===== src/rtl/syscall_sequencer.sv =====
// MIPS syscall service sequencer: freezes the pipeline on a syscall, forwards print
// requests to the console over valid/ready, halts on exit, and keeps run statistics.
module syscall_sequencer #(
    parameter int CYC_W   = 32,
    parameter int TIMEOUT = 255
) (
    input  logic             clk,
    input  logic             rst_n,
    input  logic             syscall_control,
    input  logic             inst_valid,
    input  logic [31:0]      v0,
    input  logic [31:0]      a0,
    output logic             stall,
    output logic             out_valid,
    input  logic             out_ready,
    output logic [1:0]       out_kind,
    output logic [31:0]      out_data,
    output logic             halted,
    output logic [CYC_W-1:0] cycle_count,
    output logic [CYC_W-1:0] inst_count,
    output logic [7:0]       unknown_count,
    output logic             timeout_err
);

    localparam int                WAIT_W    = (TIMEOUT > 1) ? $clog2(TIMEOUT) : 1;
    localparam logic [WAIT_W-1:0] WAIT_LAST = WAIT_W'(TIMEOUT - 1);

    typedef enum logic [1:0] {S_IDLE, S_PRINT, S_HALT} state_t;

    state_t             r_state;
    logic               r_out_valid;
    logic [1:0]         r_out_kind;
    logic [31:0]        r_out_data;
    logic               r_halted;
    logic [CYC_W-1:0]   r_cycle_count;
    logic [CYC_W-1:0]   r_inst_count;
    logic [7:0]         r_unknown_count;
    logic               r_timeout_err;
    logic [WAIT_W-1:0]  r_wait;

    logic w_svc_int;
    logic w_svc_char;
    logic w_svc_exit;
    logic w_svc_known;
    logic w_timeout;
    logic w_stall;

    assign w_svc_int   = (v0 == 32'd1);
    assign w_svc_char  = (v0 == 32'd11);
    assign w_svc_exit  = (v0 == 32'd10);
    assign w_svc_known = w_svc_int | w_svc_char | w_svc_exit;
    assign w_timeout   = (r_state == S_PRINT) && !out_ready && (r_wait == WAIT_LAST);

    // The drop cycle releases the pipeline just like a handshake would.
    always_comb begin
        w_stall = 1'b0;
        case (r_state)
            S_IDLE:  w_stall = syscall_control & w_svc_known;
            S_PRINT: w_stall = ~out_ready & ~w_timeout;
            S_HALT:  w_stall = 1'b1;
            default: w_stall = 1'b0;
        endcase
    end

    always_ff @(posedge clk) begin
        if (!rst_n) begin
            r_state         <= S_IDLE;
            r_out_valid     <= 1'b0;
            r_out_kind      <= 2'd0;
            r_out_data      <= 32'd0;
            r_halted        <= 1'b0;
            r_cycle_count   <= '0;
            r_inst_count    <= '0;
            r_unknown_count <= 8'd0;
            r_timeout_err   <= 1'b0;
            r_wait          <= '0;
        end else begin
            if (!r_halted)
                r_cycle_count <= r_cycle_count + 1'b1;
            if (inst_valid && !w_stall && !r_halted)
                r_inst_count <= r_inst_count + 1'b1;

            case (r_state)
                S_IDLE: begin
                    if (syscall_control) begin
                        if (w_svc_int) begin
                            r_out_data  <= a0;
                            r_out_kind  <= 2'd0;
                            r_out_valid <= 1'b1;
                            r_wait      <= '0;
                            r_state     <= S_PRINT;
                        end else if (w_svc_char) begin
                            r_out_data  <= {24'b0, a0[7:0]};
                            r_out_kind  <= 2'd1;
                            r_out_valid <= 1'b1;
                            r_wait      <= '0;
                            r_state     <= S_PRINT;
                        end else if (w_svc_exit) begin
                            r_halted <= 1'b1;
                            r_state  <= S_HALT;
                        end else if (r_unknown_count != 8'hFF) begin
                            r_unknown_count <= r_unknown_count + 8'd1;
                        end
                    end
                end
                S_PRINT: begin
                    if (out_ready) begin
                        r_out_valid <= 1'b0;
                        r_wait      <= '0;
                        r_state     <= S_IDLE;
                    end else if (r_wait == WAIT_LAST) begin
                        r_out_valid   <= 1'b0;
                        r_wait        <= '0;
                        r_timeout_err <= 1'b1;
                        r_state       <= S_IDLE;
                    end else begin
                        r_wait <= r_wait + 1'b1;
                    end
                end
                S_HALT: begin
                    r_out_valid <= 1'b0;
                    r_halted    <= 1'b1;
                end
                default: r_state <= S_IDLE;
            endcase
        end
    end

    assign stall         = w_stall;
    assign out_valid     = r_out_valid;
    assign out_kind      = r_out_kind;
    assign out_data      = r_out_data;
    assign halted        = r_halted;
    assign cycle_count   = r_cycle_count;
    assign inst_count    = r_inst_count;
    assign unknown_count = r_unknown_count;
    assign timeout_err   = r_timeout_err;

endmodule


===== config.mk =====
export PLATFORM = sky130hd
export DESIGN_NAME = syscall_sequencer
export DESIGN_NICKNAME = d
export VERILOG_FILES = /design/src/rtl/syscall_sequencer.sv
export SDC_FILE = /design/constraint.sdc
export NUM_CORES = 1
export LEC_CHECK = 0
export ABC_CLOCK_PERIOD_IN_PS = 2800
export CORE_UTILIZATION = 46
export DETAILED_ROUTE_END_ITERATION = 6
export PLACE_DENSITY = 0.9
export SLEW_MARGIN = 5
export SYNTH_ARGS = -nofsm -noshare
export SYNTH_HDL_FRONTEND = slang
export SYNTH_SLANG_ARGS = --single-unit

===== constraint.sdc =====
create_clock -name clk -period 2.8 [get_ports clk]
set_input_delay 0.28 -clock clk [delete_from_list [all_inputs] [get_ports clk]]
set_output_delay 0.28 -clock clk [all_outputs]
set_load 0.01 [all_outputs]

==> run summary <==
The run finished, with violations left. The checks that failed: design-rule violations. The total half-perimeter wirelength after legalization and detailed placement is 11500 µm.

The final routed DRC violation total is 13. In this run the count of I/O pins placed on the die edge is 179. STA puts the critical path data required time at 2.52 ns. Counting every sink on the clock net gives 118. Adding up every negative setup slack in the final design gives 0 ns. The cell taking the most area after synthesis is dfxtp_1. The minimum period implied by the final worst setup slack was 2.63 ns; the power per cell area was 494 nW/µm². Count of cell types in the netlist: 55. For this run, the post-layout net count is 887. Setup repair after global routing left no endpoint under its margin. The hold path endpoint was out_data[4]$_SDFFE_PN0P_. Destination of the worst register-to-register timing path: inst_count[13]$_SDFFE_PN0P_. After detailed routing, the total wire length is 16200 µm.

The via count of the first global-routing pass is 5627, and the share of the cycle needed by the critical path after routing is 93.8%. The number of cells on the worst reg-to-reg path works out to 9. The floorplan has 39 rows. STA classifies the critical path startpoint as a flip-flop.

The arrival time at the worst endpoint came out at 2.35 ns. From bottom edge to top edge, the die measures 112 µm. The tightest min-delay check is of the input pin to flip-flop type. Each instance of the synthesized netlist takes up on average 8.70 µm². For the max capacitance violation total, the log shows 0.

The total congestion overflow is 0. Dividing the detail-routed via count by the number of cells gives 6.03. Timing would allow up to 381 MHz.

The placeable core area is 11600 µm², and the final core area utilization is 69.5%. The routability congestion estimate from global placement was 0.871. Post-CTS setup-driven buffer insertion count: 0.

Post-synthesis instance area: 5530 µm². The die covers 12500 µm². The share of async-settable or async-resettable flops after synthesis is 0%. The critical path in this run is classified as flip-flop to output pin. Of the synthesized area, sequential elements account for 42.8%.

The first global-routing pass estimated 26300 µm of wire. The number of buffers on the longest clock path was 2. The Yosys step of the flow raised 0 warnings. The first TritonRoute pass finished after 7 iterations. In this run, the number of DRC markers left after iteration 0 of detailed routing was 502. TritonCTS built the clock tree. The count of buffers added on input and output ports is 177. The startpoint of the tightest hold check path is a0[4]. The count of flip-flops with a built-in enable after synthesis is 0, and the count of antenna-violating nets left after detailed routing is 0. The largest vdd supply drop is 0.327 mV, and the clock-pin slew of the registers on the worst-case setup and hold paths is 0.05 ns. Starting utilization of the core area: 47.8%. The final route contains 5810 vias. Clock skew on the completed layout was measured at 0.00673 ns. The number of clock buffers inserted by TritonCTS was 17; the register bit count reported by yosys was 118.

The biggest fanout along the worst timing path was 7. The worst setup path is captured at an output pin. Dividing the detail-routed wire length by the instance count gives 16.8 µm. The overall fraction of global-route tracks in use was 26.2%; the worst-case headroom to the max-slew limit was 50.4%. The post-route netlist has 7.06% of its cells at a drive strength greater than 1. The predominant post-synthesis flop cell is dfxtp_1. After technology mapping, the gate count stands at 635.

Yosys attributes the largest share of cell area to dfxtp_1, a21oi_1, nand2_1. The analysis attributes to cell leakage a power of 2.65 nW. The H-tree generated during clock tree synthesis spans 4 levels. Counting instances, the worst hold path has a depth of 3.

Reg-to-reg setup timing slack: 0.35 ns. The antenna diode instance count is 0, and the final-report max-slew violation count is 0. In this run the horizontal extent of the chip is 112 µm. The worst-skew pair later-pin latency is 0.41 ns, and the count of final hold-check violations is 0.

Initial antenna violation count: 0. For the pin with the worst max-slew slack, the measured transition is 0.726 ns. The tree is rooted in a clkbuf_16.

The tools report the post-synth net total as 713. Setup violations remaining at the end of the flow were counted as 0. Entering global routing, the biggest net connects 63 pins. In this run the critical register-to-register path is launched from r_state[1]$_SDFFE_PN0P_. Post-synthesis to final-layout area growth: 45.4%. The synthesized design devotes to its leading area cell type 42.8% of total area.
## power breakdown
| group | total, mW | internal, mW | switching [mW] | leakage [nW] |
|---|---|---|---|---|
| Clock | 2.04 | 1.33 | 0.712 | 0.274 |
| Combinational | 0.227 | 0.129 | 0.0979 | 1.43 |
| Sequential | 1.70 | 1.69 | 0.0112 | 0.951 |
## through the flow
stage               worst slack (ns)  area, µm²  cells  hold slack [ns]  power, mW
finish                         0.174       8030    964            0.428       3.97
CTS                            0.140       8030    964            0.420       3.99
floorplan                      0.630       5530    635            0.406       1.81
detailed placement            0.0568       7470    933            0.442       1.96
global placement              0.0614       7470    933            0.437       1.95
global route                  0.0266       8030    964            0.434       4.09
## kinds of logic after synthesis
logic type | share of synthesized area (%)
flops | 42.8
simple gates | 28.2
buf+inv | 3.78
xor+xnor | 4.44
mux | 1.09
other cells | 0.0679
fa+ha+maj | 2.04
compound gates | 17.6
## repair_timing
item / 4_1_cts / 5_1_grt
gates cloned: 0 / 0
hold buffers: 0 / 0
gates resized for setup: 2 / 1
setup endpoints to repair: 1 / 1
endpoints found under the hold margin: 0 / 0
## routing by layer
metal / share of wire (%) / global-route usage (%) / vias to the layer above
li1: - / - / 2736
met1: 41 / 29.9 / 2725
met2: 49 / 45.2 / 288
met3: 7.1 / 6.31 / 61
met4: 3.5 / 14.6 / 0
met5: 0 / 0 / -
## sequential cells by signal, summed over array words and instances (netlist names)
register and cells:
cycle_count 32, out_data 32, r_state 2, out_valid 1
halted 1, unknown_count 8, out_kind 1, inst_count 32
timeout_err 1, r_wait 8
## cells in the final DEF, fill, tap and decap left out, types with 6 or more instances in the layout
| cell type | instances |
|---|---|
| nand2b_1 | 7 |
| or3_1 | 14 |
| dfxtp_1 | 118 |
| or4_1 | 27 |
| o31ai_1 | 26 |
| nor2b_1 | 7 |
| clkbuf_16 | 17 |
| nor3_1 | 14 |
| buf_4 | 16 |
| ha_1 | 8 |
| clkbuf_1 | 6 |
| and4_1 | 7 |
| nand2_1 | 56 |
| a22o_1 | 24 |
| xor2_1 | 7 |
| clkdlybuf4s50_1 | 176 |
| nor4_1 | 12 |
| and3_1 | 8 |
| inv_1 | 10 |
| nand3_1 | 30 |
| a21oi_1 | 54 |
| xnor2_1 | 21 |
| o21ai_0 | 15 |
| nand4_1 | 26 |
| nor2_1 | 44 |
| mux2i_1 | 6 |
## synth_stat cells (6+ instances only)
library cell and count:
dfxtp_1 118, nand2_1 56, a21oi_1 54, nor2_1 44, nand3_1 30, or4_1 27
nand4_1 26, o31ai_1 26, a22o_1 24, clkbuf_1 24, xnor2_1 21, o21ai_0 15
nor3_1 14, or3_1 14, nor4_1 12, buf_2 11, inv_1 11, ha_1 9
and3_1 8, and4_1 7, nand2b_1 7, nor2b_1 7, xor2_1 7, mux2i_1 6
## layout make-up
cell class,instances,area [µm²]
sequential,118,2360
tap,143,179
multi-input combinational,466,2960
clock inverter,3,40.0
clock buffer,28,517
inverter,11,41.3
fill,878,3530
timing repair buffer,195,1930
## worst max-delay path: stages, from the launching register on
cell and delay, ns:
dfxtp_1 0.33, inv_1 0.11, ha_2 0.25, nor4bb_2 0.21, nand4_1 0.16, or3_1 0.36
a21oi_1 0.19, dlygate4sd2_1 0.33
## how the worst max path moves through the flow
stage                                            to               startpoint  slack, ns
after floorplan           out_data[14]$_SDFFE_PN0P_  r_state[0]$_SDFFE_PN0P_       0.63
after global placement                        stall                   v0[13]       0.06
after detailed placement                      stall                   v0[13]       0.06
after CTS                                     stall  r_state[0]$_SDFFE_PN0P_       0.14
after global routing                          stall  r_state[0]$_SDFFE_PN0P_       0.03
final                                         stall  r_state[0]$_SDFFE_PN0P_       0.17
No activity file was read; power rests on OpenSTA's default activity.
